`src/rtl/frame_buffer_scanout_pkg.sv`:
```
// Shared types and default 640x480 timing for the display-side frame store reader.
package frame_buffer_scanout_pkg;

    localparam int unsigned DefHActive     = 640;
    localparam int unsigned DefHFp         = 16;
    localparam int unsigned DefHSync       = 96;
    localparam int unsigned DefHBp         = 48;
    localparam int unsigned DefVActive     = 480;
    localparam int unsigned DefVFp         = 10;
    localparam int unsigned DefVSync       = 2;
    localparam int unsigned DefVBp         = 33;
    localparam int unsigned DefPixelW      = 8;
    localparam int unsigned DefReadLatency = 2;

    // Control bits that must stay aligned with the pixel returned by the frame store.
    typedef struct packed {
        logic frame_start;
        logic vsync;
        logic hsync;
        logic de;
    } scan_ctrl_t;

    function automatic int unsigned cnt_width(input int unsigned total);
        return (total <= 2) ? 1 : $clog2(total);
    endfunction

endpackage

```
`src/rtl/pipeline_delay.sv`:
```
// Fixed-depth shift register with synchronous clear, used to align control with read data.
module pipeline_delay #(
    parameter int unsigned WIDTH = 1,
    parameter int unsigned DEPTH = 1
) (
    input  logic             i_clk,
    input  logic             i_srst,
    input  logic [WIDTH-1:0] i_data,
    output logic [WIDTH-1:0] o_data
);

    logic [WIDTH-1:0] stage_q [DEPTH];
    logic [WIDTH-1:0] stage_d [DEPTH];

    always_comb begin
        stage_d[0] = i_data;
        for (int i = 1; i < DEPTH; i++) begin
            stage_d[i] = stage_q[i-1];
        end
    end

    always_ff @(posedge i_clk) begin
        if (i_srst) begin
            for (int i = 0; i < DEPTH; i++) begin
                stage_q[i] <= '0;
            end
        end else begin
            for (int i = 0; i < DEPTH; i++) begin
                stage_q[i] <= stage_d[i];
            end
        end
    end

    assign o_data = stage_q[DEPTH-1];

endmodule

```
`src/rtl/frame_buffer_scanout.sv`:
```
// Video timing generator and frame store reader; shows the buffer the rasterizer is not writing
// and latches that choice only at the frame boundary.
module frame_buffer_scanout
    import frame_buffer_scanout_pkg::*;
#(
    parameter int unsigned H_ACTIVE     = DefHActive,
    parameter int unsigned H_FP         = DefHFp,
    parameter int unsigned H_SYNC       = DefHSync,
    parameter int unsigned H_BP         = DefHBp,
    parameter int unsigned V_ACTIVE     = DefVActive,
    parameter int unsigned V_FP         = DefVFp,
    parameter int unsigned V_SYNC       = DefVSync,
    parameter int unsigned V_BP         = DefVBp,
    parameter bit          HSYNC_POL    = 1'b0,
    parameter bit          VSYNC_POL    = 1'b0,
    parameter int unsigned PIXEL_W      = DefPixelW,
    parameter int unsigned READ_LATENCY = DefReadLatency,
    localparam int unsigned ADDR_W      = $clog2(H_ACTIVE * V_ACTIVE)
) (
    input  logic               i_clk,
    input  logic               i_srst,
    input  logic               i_rasterization_target,
    output logic               o_frame_buffer_swap_allowed,
    output logic               o_rd_en,
    output logic               o_rd_buf_sel,
    output logic [ADDR_W-1:0]  o_rd_addr,
    input  logic [PIXEL_W-1:0] i_rd_data,
    output logic [PIXEL_W-1:0] o_pixel,
    output logic               o_de,
    output logic               o_hsync,
    output logic               o_vsync,
    output logic               o_frame_start
);

    localparam int unsigned H_TOTAL = H_ACTIVE + H_FP + H_SYNC + H_BP;
    localparam int unsigned V_TOTAL = V_ACTIVE + V_FP + V_SYNC + V_BP;
    localparam int unsigned HW      = cnt_width(H_TOTAL);
    localparam int unsigned VW      = cnt_width(V_TOTAL);

    // One spare bit so a boundary equal to the total still fits when comparing.
    typedef logic [HW:0] hcmp_t;
    typedef logic [VW:0] vcmp_t;

    localparam hcmp_t H_ACT_B      = hcmp_t'(H_ACTIVE);
    localparam hcmp_t H_SYNC_START = hcmp_t'(H_ACTIVE + H_FP);
    localparam hcmp_t H_SYNC_END   = hcmp_t'(H_ACTIVE + H_FP + H_SYNC);
    localparam hcmp_t H_LAST       = hcmp_t'(H_TOTAL - 1);
    localparam vcmp_t V_ACT_B      = vcmp_t'(V_ACTIVE);
    localparam vcmp_t V_SYNC_START = vcmp_t'(V_ACTIVE + V_FP);
    localparam vcmp_t V_SYNC_END   = vcmp_t'(V_ACTIVE + V_FP + V_SYNC);
    localparam vcmp_t V_LAST       = vcmp_t'(V_TOTAL - 1);

    if (READ_LATENCY < 1) begin : gen_bad_latency
        $error("frame_buffer_scanout: READ_LATENCY must be at least 1");
    end
    // The swap window needs at least one blank line before the settling line.
    if (V_FP + V_SYNC + V_BP < 2) begin : gen_bad_vblank
        $error("frame_buffer_scanout: vertical blanking must span at least 2 lines");
    end

    logic [HW-1:0]     h_q, h_d;
    logic [VW-1:0]     v_q, v_d;
    logic [ADDR_W-1:0] addr_q, addr_d;
    logic              buf_sel_q, buf_sel_d;
    logic              allowed_q, allowed_d;
    scan_ctrl_t        ctrl_q, ctrl_d;
    scan_ctrl_t        ctrl_dly;

    hcmp_t h_ext;
    vcmp_t v_ext;
    logic  h_last;
    logic  v_last;
    logic  frame_last;

    always_comb begin
        h_ext      = {1'b0, h_q};
        v_ext      = {1'b0, v_q};
        h_last     = (h_ext == H_LAST);
        v_last     = (v_ext == V_LAST);
        frame_last = h_last && v_last;

        h_d = h_last ? '0 : h_q + HW'(1);
        v_d = v_q;
        if (h_last) begin
            v_d = v_last ? '0 : v_q + VW'(1);
        end

        // Linear address by increment only; ctrl_q.de is the registered read strobe.
        addr_d = addr_q;
        if (frame_last) begin
            addr_d = '0;
        end else if (ctrl_q.de) begin
            addr_d = addr_q + ADDR_W'(1);
        end

        // Display buffer only moves on the last cycle of the frame, so no visible frame tears.
        buf_sel_d = frame_last ? ~i_rasterization_target : buf_sel_q;

        // The last blank line stays closed so the controller settles before the latch.
        allowed_d = (v_ext >= V_ACT_B) && (v_ext < V_LAST);

        ctrl_d.de          = (h_ext < H_ACT_B) && (v_ext < V_ACT_B);
        ctrl_d.hsync       = (h_ext >= H_SYNC_START) && (h_ext < H_SYNC_END);
        ctrl_d.vsync       = (v_ext >= V_SYNC_START) && (v_ext < V_SYNC_END);
        ctrl_d.frame_start = (h_q == '0) && (v_q == '0);
    end

    always_ff @(posedge i_clk) begin
        if (i_srst) begin
            h_q       <= '0;
            v_q       <= '0;
            addr_q    <= '0;
            buf_sel_q <= 1'b1;
            allowed_q <= 1'b0;
            ctrl_q    <= '0;
        end else begin
            h_q       <= h_d;
            v_q       <= v_d;
            addr_q    <= addr_d;
            buf_sel_q <= buf_sel_d;
            allowed_q <= allowed_d;
            ctrl_q    <= ctrl_d;
        end
    end

    pipeline_delay #(
        .WIDTH ($bits(scan_ctrl_t)),
        .DEPTH (READ_LATENCY)
    ) u_align (
        .i_clk  (i_clk),
        .i_srst (i_srst),
        .i_data (ctrl_q),
        .o_data (ctrl_dly)
    );

    assign o_rd_en                     = ctrl_q.de;
    assign o_rd_addr                   = addr_q;
    assign o_rd_buf_sel                = buf_sel_q;
    assign o_frame_buffer_swap_allowed = allowed_q;

    // Syncs are carried active-high internally so a cleared pipeline reads as inactive.
    assign o_de          = ctrl_dly.de;
    assign o_pixel       = ctrl_dly.de ? i_rd_data : '0;
    assign o_hsync       = HSYNC_POL ? ctrl_dly.hsync : ~ctrl_dly.hsync;
    assign o_vsync       = VSYNC_POL ? ctrl_dly.vsync : ~ctrl_dly.vsync;
    assign o_frame_start = ctrl_dly.frame_start;

endmodule

```
`config.mk`:
```
export PLATFORM = sky130hd
export DESIGN_NAME = frame_buffer_scanout
export DESIGN_NICKNAME = d
export VERILOG_FILES = /design/src/rtl/frame_buffer_scanout_pkg.sv /design/src/rtl/pipeline_delay.sv /design/src/rtl/frame_buffer_scanout.sv
export SDC_FILE = /design/constraint.sdc
export NUM_CORES = 1
export LEC_CHECK = 0
export BUFFER_PORTS_ARGS = -buffer_cell sky130_fd_sc_hd__buf_2
export CORE_ASPECT_RATIO = 1.1
export CORE_UTILIZATION = 41
export CTS_CLUSTER_SIZE = 8
export DETAILED_ROUTE_END_ITERATION = 7
export HOLD_SLACK_MARGIN = 0.03
export SLEW_MARGIN = 10
export SYNTH_ARGS = -nofsm -noshare
export SYNTH_HDL_FRONTEND = slang
export SYNTH_HIERARCHICAL = 1
export SYNTH_SLANG_ARGS = --single-unit
```
`constraint.sdc`:
```
create_clock -name i_clk -period 2.6 [get_ports i_clk]
set_input_delay 0.52 -clock i_clk [delete_from_list [all_inputs] [get_ports i_clk]]
set_output_delay 0.52 -clock i_clk [all_outputs]
set_load 0.02 [all_outputs]
```
==> results of run 1 <==
## state kept, by name (all words and copies together) (netlist names)
register / count
ctrl_q: 3
h_q: 10
o_frame_buffer_swap_allowed: 1
o_rd_addr: 19
o_rd_buf_sel: 1
o_rd_en: 1
u_align/stage_q: 8
v_q: 10
## critical path: stages, from the launching register on
cell,delay (ns)
dfxtp_1,0.44
or3b_4,0.43
or4b_4,0.58
or4_1,0.52
a21oi_1,0.15
## worst paths after layout
path	slack (ns)	cells after the start	endpoint
setup / recovery	0.41	4	v_q[8]$_SDFFE_PP0N_
hold / removal	0.40	2	o_rd_buf_sel$_SDFFE_PP1P_
setup reg to reg	0.41	4	v_q[8]$_SDFFE_PP0N_
hold reg to reg	0.44	1	u_align/stage_q[0][7]$_SDFF_PP0_
## cell families after synthesis
logic type | Yosys count | synth area share [%]
buf+inv | 18 | 3.69
fa+ha+maj | 5 | 2.72
mux | 3 | 1.30
compound gates | 26 | 7.01
simple gates | 126 | 30.1
xor+xnor | 24 | 9.13
flops | 53 | 46.1
## power by group through the flow
stage	clock network [W]	registers (W)	logic (W)
5_1_grt	0.000608	0.000838	0.0000778
3_3_place_gp	0	0.000855	0.0000699
2_1_floorplan	0	0.000860	0.0000401
3_5_place_dp	0	0.000856	0.0000703
4_1_cts	0.000575	0.000836	0.0000706
6_report	0.000556	0.000836	0.0000689
## per-stage QoR
step / hold WS, ns / utilization [%]
after floorplan: 0.414 / -
after global placement: 0.418 / 48.3
after detailed placement: 0.422 / 48.3
after CTS: 0.396 / 50.3
after global routing: 0.404 / 50.3
final: 0.403 / 50.3
## per-layer routing
| layer | up-vias | routed length, um | global-route usage [%] |
|---|---|---|---|
| li1 | 981 | - | - |
| met1 | 881 | 2130 | 19.9 |
| met2 | 39 | 1980 | 25.1 |
| met3 | 6 | 165 | 3.76 |
| met4 | 0 | 75 | 6.92 |
| met5 | - | 0 | 0 |
## final cells by class
type	instances	area, um2	area share [%]
Tap cell	75	93.8	3.46
Inverter	13	48.8	1.80
Multi-Input combinational cell	184	1160	42.6
Clock buffer	6	72.6	2.67
Timing Repair Buffer	47	243	8.94
Clock inverter	2	38.8	1.43
Sequential cell	53	1060	39.1
## layout by cell type (no fill, tap or decap), drive strengths merged
cell type / Yosys / routed
and4: 4 / 4
and3: 3 / 3
a31oi: 2 / 2
nand4: 7 / 7
or4b: 2 / 2
dfxtp: 53 / 53
or3: 7 / 7
nor2: 33 / 33
buf: 2 / 47
a21oi: 10 / 10
o41ai: 1 / 1
nand2: 14 / 14
inv: 13 / 13
xnor2: 13 / 13
clkbuf: 3 / 6
clkinv: 0 / 1
ha: 5 / 5
or4: 5 / 5
nand4bb: 1 / 1
and2: 9 / 9
o21ai: 8 / 8
nand4b: 1 / 1
nand3b: 1 / 1
nor4: 8 / 8
o21a: 1 / 1
nor4bb: 1 / 1
or3b: 1 / 1
nand3: 12 / 12
mux2i: 3 / 3
o22a: 1 / 1
or2: 1 / 1
bufinv: 0 / 1
o31ai: 3 / 3
nor2b: 9 / 9
nor3: 7 / 7
xor2: 11 / 11
==> results by group, run 1 <==
Power and ir drop
  • Sw power: 0.000319 W
  • Cell Pwr Density: ~540 nW/um2
  • Comb pwr share: under 10%
  • Switching power share of the total: a little over a fifth
  • Clock power share: around two fifths
  • Internal: 0.00114 W
  • Maximum vdd drop: 0.000319 V
  • Pleak: between 1 and 1.5 nW
  • Reg power frac: ~57%
  • Total Power: roughly 0.0015 W

Clock tree
  • Sink Count: 53
  • Post_cts resized: 0
  • TritonCTS clock tree: done
  • CTS Root Cell: clkbuf_8
  • Clk Latency, worst-skew pair: approximately 0.31 ns
  • Reg clk slew, reported paths: 0.10 ns
  • Total CTS buffers: 5
  • Clk buf depth: 2
  • Post-CTS Setup Bufs: 0
  • CTS H-tree depth: 2
  • Hold_buf cts: 0

Synth
  • EDFF count, synth: 0
  • Largest cells by area after synthesis: dfxtp_1, nor2_1, xnor2_1
  • Cells after synthesis: 255
  • Yosys top cell by area: dfxtp_1
  • Count leader, synth: dfxtp_1
  • Synth top area share: a little under half
  • Synth Warn #: 6
  • Post-synth top cells: dfxtp_1, nor2_1, nand2_1, inv_1, xnor2_1
  • Seq/Total Area, Yosys: 46.1%
  • Syn_nets: ~270
  • Share of flip-flops with an asynchronous set or reset: 0%
  • Prevailing post-synth register cell: dfxtp_1
  • Syn Std Cell Area: about 2300 um2
  • Synth Register Bits: 53
  • Synth Area per Inst: about 9 um2
  • Post-synthesis cell type count: 38

Final layout
  • Post-route insts no fill: between 300 and 400
  • N_diodes: 0
  • P&R area growth vs syn: 17.9%
  • Nets: 320
  • Share of layout cells above drive strength 1: slightly below 20%
  • FILL cells: 564
  • Design Area, Final: roughly 2700 um2

Floorplan
  • Cell Rows: 28
  • Starting density of the core: 42.7%
  • Die Width: 73.5 um
  • Core ar.: ~5400 um2
  • Chip height: between 80 and 90 um
  • Ports: 45
  • Die area: 5920 um2

STA
  • Slew @ Worst Pin: 0.459 ns
  • Final setup vio count: 0
  • Slew HR: 69.2%
  • Setup TNS: 0 ns
  • Fin crit period: approximately 2.2 ns
  • Setup WS post-layout: 0.414 ns
  • Peak Freq: approximately 460 MHz
  • Endpoints failing hold: 0
  • Layout Skew: roughly 0.011 ns
  • RSZ-0062 raised after global routing: no
  • Final period utilization: approximately 84%
  • Pins Over Slew Limit: 0

Detailed routing
  • Drt total wl: 4.35 mm
  • Post-DRT Antenna Nets: 0
  • Vias after detailed routing: between 1500 and 2000
  • DRC: 0
  • Via/cell ratio: about 5
  • Iter 0 DRT Violations: 59
  • Initial DRT Pass Iterations: 4
  • Wire per inst: ~11 um

Outcome
  • Status: completed

Setup path
  • Setup crit start: h_q[4]$_SDFF_PP0_
  • Worst-path maximum fanout: 13
  • Crit Path Category: reg -> reg
  • Critical path data required time: between 2 and 3 ns
  • CP endpoint kind: register
  • RR Startpoint: h_q[4]$_SDFF_PP0_
  • Type of origin of the critical path: register
  • Data arrival, critical path: 2.43 ns

Placement
  • Placed Instances: 372
  • GPL Wtd Cong: around 0.77
  • Port buffer count: 44
  • Setup WS pre-CTS: around 0.43 ns
  • Final HPWL DP: ~3.1 mm
  • DP Area: between 2000 and 3000 um2

Worst hold path
  • Hold Crit Start: i_rasterization_target
  • Worst hold path class: in -> reg

Global route
  • Overflow after GRT: 0
  • Number of global-route vias before repair: between 1500 and 2000
  • Largest net degree at the start of global routing: 28
  • Gr usage total: 15.7%
  • First-pass GRT wire length: between 7 and 8 mm
  • Initial antenna violation count: 0

Run
  • Max cap viols: 0
No activity file was read; power rests on OpenSTA's default activity.
==> run 2: changes to the inputs <==
clock period = 2.08 ns   (was 2.6 ns; I/O delays follow)
==> run 2 against run 1 <==
Compared with the run above: clock-buffer cell count increased by 1; sequential power increased by 24%; global-route usage increased by 1.1 points; wire length increased by 13%; critical endpoint is now v_q[9]$_SDFFE_PP0N_; largest power group unchanged.
==> results by group, run 2 (synthesized netlist as in run 1, its figures left out) <==
Setup path
  • R2r worst-path depth: 4
  • Setup crit start: h_q[6]$_SDFF_PP0_
  • Type of origin of the critical path: register
  • Worst-path maximum fanout: 5
  • Family with the most delay on the worst path: simple AND/OR/NAND/NOR gates
  • WP depth: 4
  • Critical path data required time: about 2.3 ns
  • CP endpoint kind: register
  • RR Startpoint: h_q[6]$_SDFF_PP0_
  • R2r setup slk: 0.03 ns
  • CP Cell Sequence: or3b_4, or4b_4, or4_4, a21oi_2
  • Buf+Inv Stages, Crit Path: 0
  • Crit-path slowest cell: or4b_4
  • Worst path max stage delay: between 0.5 and 0.6 ns
  • Data arrival, critical path: 2.30 ns
  • Crit Path Category: reg -> reg

Detailed routing
  • DRC: 0
  • Iter 0 DRT Violations: between 60 and 70
  • Vias after detailed routing: 1998
  • Post-DRT Antenna Nets: 0
  • Wire per inst: 12.5 um
  • Initial DRT Pass Iterations: 4
  • Drt total wl: between 4 and 5 mm
  • Via/cell ratio: 5.05

Clock tree
  • Clk buf depth: 2
  • Total CTS buffers: 5
  • CTS Root Cell: clkbuf_8
  • Clk Latency, worst-skew pair: roughly 0.31 ns
  • Sink Count: 53
  • Reg clk slew, reported paths: 0.09 ns
  • TritonCTS clock tree: done
  • CTS H-tree depth: 2
  • Hold_buf cts: 0

STA
  • Pins Over Slew Limit: 0
  • Fin crit period: ~2.0 ns
  • Peak Freq: between 400 and 500 MHz
  • Slew HR: ~65%
  • RSZ-0062 raised after global routing: yes
  • Setup TNS: 0 ns
  • Final setup vio count: 0
  • Layout Skew: about 0.0099 ns
  • Slew @ Worst Pin: around 0.53 ns
  • Endpoints failing hold: 0
  • Final period utilization: 98.4%

Placement
  • DP Area: about 2700 um2
  • Port buffer count: 44
  • Final HPWL DP: about 3.5 mm
  • GPL Wtd Cong: about 0.82

Outcome
  • Status: completed

Power and ir drop
  • Maximum vdd drop: slightly above 0.0003 V
  • Total Power: between 0.0015 and 0.002 W
  • Pleak: roughly 1.1 nW
  • Cell Pwr Density: 642 nW/um2

Final layout
  • P&R area growth vs syn: 25.5%
  • Share of layout cells above drive strength 1: a little over a quarter
  • FILL cells: about 540
  • Max FFs per register: 19
  • Nets: 336
  • Final core occ: ~54%
  • Commonest non-fill, non-tap cells in the layout: dfxtp_1, buf_2, nor2_1, buf_4, nand2_1
  • Most common cell after layout, fill and taps aside: dfxtp_1
  • Design Area, Final: ~2900 um2
  • N_diodes: 0

Global route
  • First-pass GRT wire length: 7.72 mm
  • Largest net degree at the start of global routing: 28
  • Initial antenna violation count: 0
  • Number of global-route vias before repair: between 1500 and 2000
  • Gr usage total: between 10% and 20%
  • Overflow after GRT: 0

Run
  • Max cap viols: 0

Floorplan
  • Starting density of the core: about 43%
  • Die Width: 73.5 um
  • Chip height: around 80 um
  • Ports: 45
  • Die area: between 5000 and 6000 um2
  • Cell Rows: 28
  • Core ar.: 5400 um2

Worst hold path
  • Hold Path Depth: 2
  • Hold Crit Start: i_rasterization_target
  • Worst hold path class: in -> reg
## run 2: cell types whose count changed in the layout (fill, tap and decap cells not counted), moves of 2 or more
cell / previous run / this run
dfxtp_1: 53 / 51
or4_1: 5 / 3
a21oi_2: 0 / 3
or4_4: 0 / 2
a21oi_1: 10 / 7
buf_4: 3 / 16
dfxtp_2: 0 / 2
## run 2: stage by stage
stage               hold slack [ns]  cells  worst slack, ns
floorplan                     0.414    255           0.0664
global placement              0.417    386           0.0797
detailed placement            0.422    386           0.0149
CTS                           0.297    394          0.00478
global route                  0.294    396        0.0000302
finish                        0.298    396           0.0334
## run 2: cell type report
class                   instances  area [um2]  share of cell area [%]
repair buffers                 62         372                    12.9
flip-flops and latches         53        1060                    36.8
clock buffers                   7        86.3                    2.99
multi-input cells             185        1200                    41.4
inverters                      13        48.8                    1.69
clock inverters                 1        30.0                    1.04
well taps                      75        93.8                    3.25
## run 2: what timing repair did
item                                    in CTS  in global routing
resized for setup                            1                 10
buffers inserted                             0                  1
gates cloned                                 0                  1
pin swaps                                    0                  8
endpoints found under the setup margin       3                  8
## run 2: worst paths after layout
kind | end
max | v_q[9]$_SDFFE_PP0N_
min | o_rd_buf_sel$_SDFFE_PP1P_
max reg2reg | v_q[9]$_SDFFE_PP0N_
min reg2reg | u_align/stage_q[0][5]$_SDFF_PP0_
## run 2: metal layers
layer  vias to the layer above  track usage [%]  part of all wire [%]
met2                        50             27.6                    46
met4                         0             5.38                   1.2
met3                         4             4.14                   3.9
li1                       1018                -                     -
met1                       926             21.4                    49
met5                         -                0                     0
## run 2: where the power goes
group	switching, W	internal [W]
clock	0.000326	0.000393
sequential	0.0000134	0.00103
combinational	0.0000539	0.0000399
total	0.000393	0.00146
==> run 3: changes to the inputs <==
CTS_BUF_LIST = sky130_fd_sc_hd__clkbuf_2   (was unset)
==> run 3 against run 2 <==
Compared with the run above: clock-buffer cell count fell by 1; via count rose by 2.2%; sequential share of layout area rose by 0.70 points; register-to-register slack barely moved; critical endpoint unchanged.
==> results by group, run 3 (synthesized netlist as in run 1, its figures left out) <==
Worst hold path
  • Hold Path Depth: 2
  • WHS Endpoint: o_rd_buf_sel$_SDFFE_PP1P_
  • Hold Crit Start: i_rasterization_target
  • Worst hold path class: in -> reg

STA
  • Setup WS post-layout: slightly above 0.02 ns
  • Layout Skew: 0.0279 ns
  • Final setup vio count: 0
  • Setup TNS: 0 ns
  • Fin crit period: about 2.1 ns
  • Peak Freq: roughly 490 MHz
  • Endpoints failing hold: 0
  • Pins Over Slew Limit: 0
  • Slew HR: between 60% and 70%
  • Final period utilization: 99.0%
  • RSZ-0062 raised after global routing: yes
  • Slew @ Worst Pin: about 0.53 ns

Power and ir drop
  • Cell Pwr Density: 584 nW/um2
  • Pleak: 1.13 nW
  • Maximum vdd drop: ~0.00026 V

Clock tree
  • TritonCTS clock tree: done
  • Clk buf depth: 2
  • Reg clk slew, reported paths: between 0.2 and 0.3 ns
  • CTS H-tree depth: 2
  • Clk Latency, worst-skew pair: ~0.44 ns
  • Total CTS buffers: 5
  • CTS Root Cell: clkbuf_2
  • Sink Count: 53
  • Hold_buf cts: 0

Final layout
  • Share of layout cells above drive strength 1: 27.2%
  • N_diodes: 0
  • Final core occ: a little over half
  • Nets: around 340
  • Commonest non-fill, non-tap cells in the layout: dfxtp_1, buf_2, nor2_1, buf_4, nand2_1
  • P&R area growth vs syn: 23.6%
  • Max FFs per register: 19
  • Most common cell after layout, fill and taps aside: dfxtp_1

Global route
  • Number of global-route vias before repair: between 1500 and 2000
  • First-pass GRT wire length: approximately 7.7 mm
  • Overflow after GRT: 0
  • Gr usage total: around 17%
  • Initial antenna violation count: 0
  • Largest net degree at the start of global routing: 28

Detailed routing
  • Vias after detailed routing: between 2000 and 2500
  • Iter 0 DRT Violations: 70
  • Wire per inst: approximately 12 um
  • Drt total wl: slightly below 5 mm
  • DRC: 0
  • Via/cell ratio: 5.13
  • Initial DRT Pass Iterations: 4
  • Post-DRT Antenna Nets: 0

Placement
  • Port buffer count: between 40 and 50
  • GPL Wtd Cong: ~0.82
  • Final HPWL DP: 3.46 mm
  • Setup WS pre-CTS: approximately 0.015 ns

Setup path
  • Family with the most delay on the worst path: simple AND/OR/NAND/NOR gates
  • CP Cell Sequence: or3b_4, or4b_4, or4_1, a21oi_2
  • Critical path data required time: about 2.5 ns
  • R2r endpoint: v_q[9]$_SDFFE_PP0N_
  • Crit Path Category: reg -> reg
  • Crit-path slowest cell: or4b_4
  • Worst path max stage delay: 0.59 ns
  • Worst-path maximum fanout: 5
  • R2r worst-path depth: 4
  • Buf+Inv Stages, Crit Path: 0
  • R2r setup slk: between 0.02 and 0.025 ns
  • CP endpoint kind: register
  • Type of origin of the critical path: register
  • RR Startpoint: h_q[6]$_SDFF_PP0_
  • Data arrival, critical path: 2.47 ns

Floorplan
  • Ports: 45
  • Chip height: 80.6 um
  • Starting density of the core: a little over two fifths
  • Die area: between 5000 and 6000 um2
  • Die Width: around 73 um
  • Cell Rows: 28
  • Core ar.: roughly 5400 um2

Outcome
  • Status: completed

Run
  • Max cap viols: 0
## run 3: cell count changes in the layout (fill, tap and decap cells not counted), sizes merged
| cell | delta |
|---|---|
| clkbuf | -1 |
| clkinv | +1 |
| buf | +2 |
## run 3: stage by stage
stage               instance area [um2]  instances  total power (W)  hold slack (ns)
global route                       2850        398          0.00173            0.114
floorplan                          2300        255          0.00112            0.414
detailed placement                 2720        386          0.00116            0.422
finish                             2850        398          0.00166            0.142
CTS                                2800        395          0.00168            0.131
global placement                   2720        386          0.00116            0.417
## run 3: power by group
part | total [W] | switching [W] | internal (W)
Combinational | 0.0000964 | 0.0000550 | 0.0000413
Clock | 0.000517 | 0.000313 | 0.000205
Sequential | 0.00105 | 0.0000126 | 0.00104
## run 3: worst max-delay path by stage
stage | start | endpoint | slack, ns | cells after the start
finish | h_q[6]$_SDFF_PP0_ | v_q[9]$_SDFFE_PP0N_ | 0.02 | 4
global route | h_q[6]$_SDFF_PP0_ | v_q[9]$_SDFFE_PP0N_ | -0.02 | 4
CTS | h_q[5]$_SDFF_PP0_ | v_q[8]$_SDFFE_PP0N_ | 0.002 | 4
detailed placement | h_q[0]$_SDFF_PP0_ | v_q[8]$_SDFFE_PP0N_ | 0.01 | 5
global placement | h_q[0]$_SDFF_PP0_ | v_q[9]$_SDFFE_PP0N_ | 0.08 | 5
floorplan | h_q[4]$_SDFF_PP0_ | v_q[7]$_SDFFE_PP0N_ | 0.07 | 6
## run 3: repair_timing
item,4_1_cts,5_1_grt
pin swaps,0,8
resized for setup,2,10
endpoints found under the setup margin,4,4
buffers inserted,1,2
cloned,0,1
## run 3: area by class of cell
cell class | instances | area (um2)
Multi-Input combinational cell | 185 | 1190
Timing Repair Buffer | 64 | 387
Inverter | 13 | 48.8
Fill cell | 554 | 2550
Tap cell | 75 | 93.8
Clock inverter | 2 | 33.8
Sequential cell | 53 | 1070
Clock buffer | 6 | 30.0
## run 3: worst reg2reg max path, stage by stage (launching register included)
cell and delay, ns:
dfxtp_2 0.38, or3b_4 0.41, or4b_4 0.59, or4_1 0.53
a21oi_2 0.12
## run 3: routing by layer
| layer | wire length (um) | track usage, % | vias to the layer above |
|---|---|---|---|
| li1 | - | - | 1022 |
| met2 | 2210 | 27.8 | 64 |
| met5 | 0 | 0 | - |
| met1 | 2370 | 21.5 | 949 |
| met3 | 205 | 3.39 | 7 |
| met4 | 71 | 5.19 | 0 |
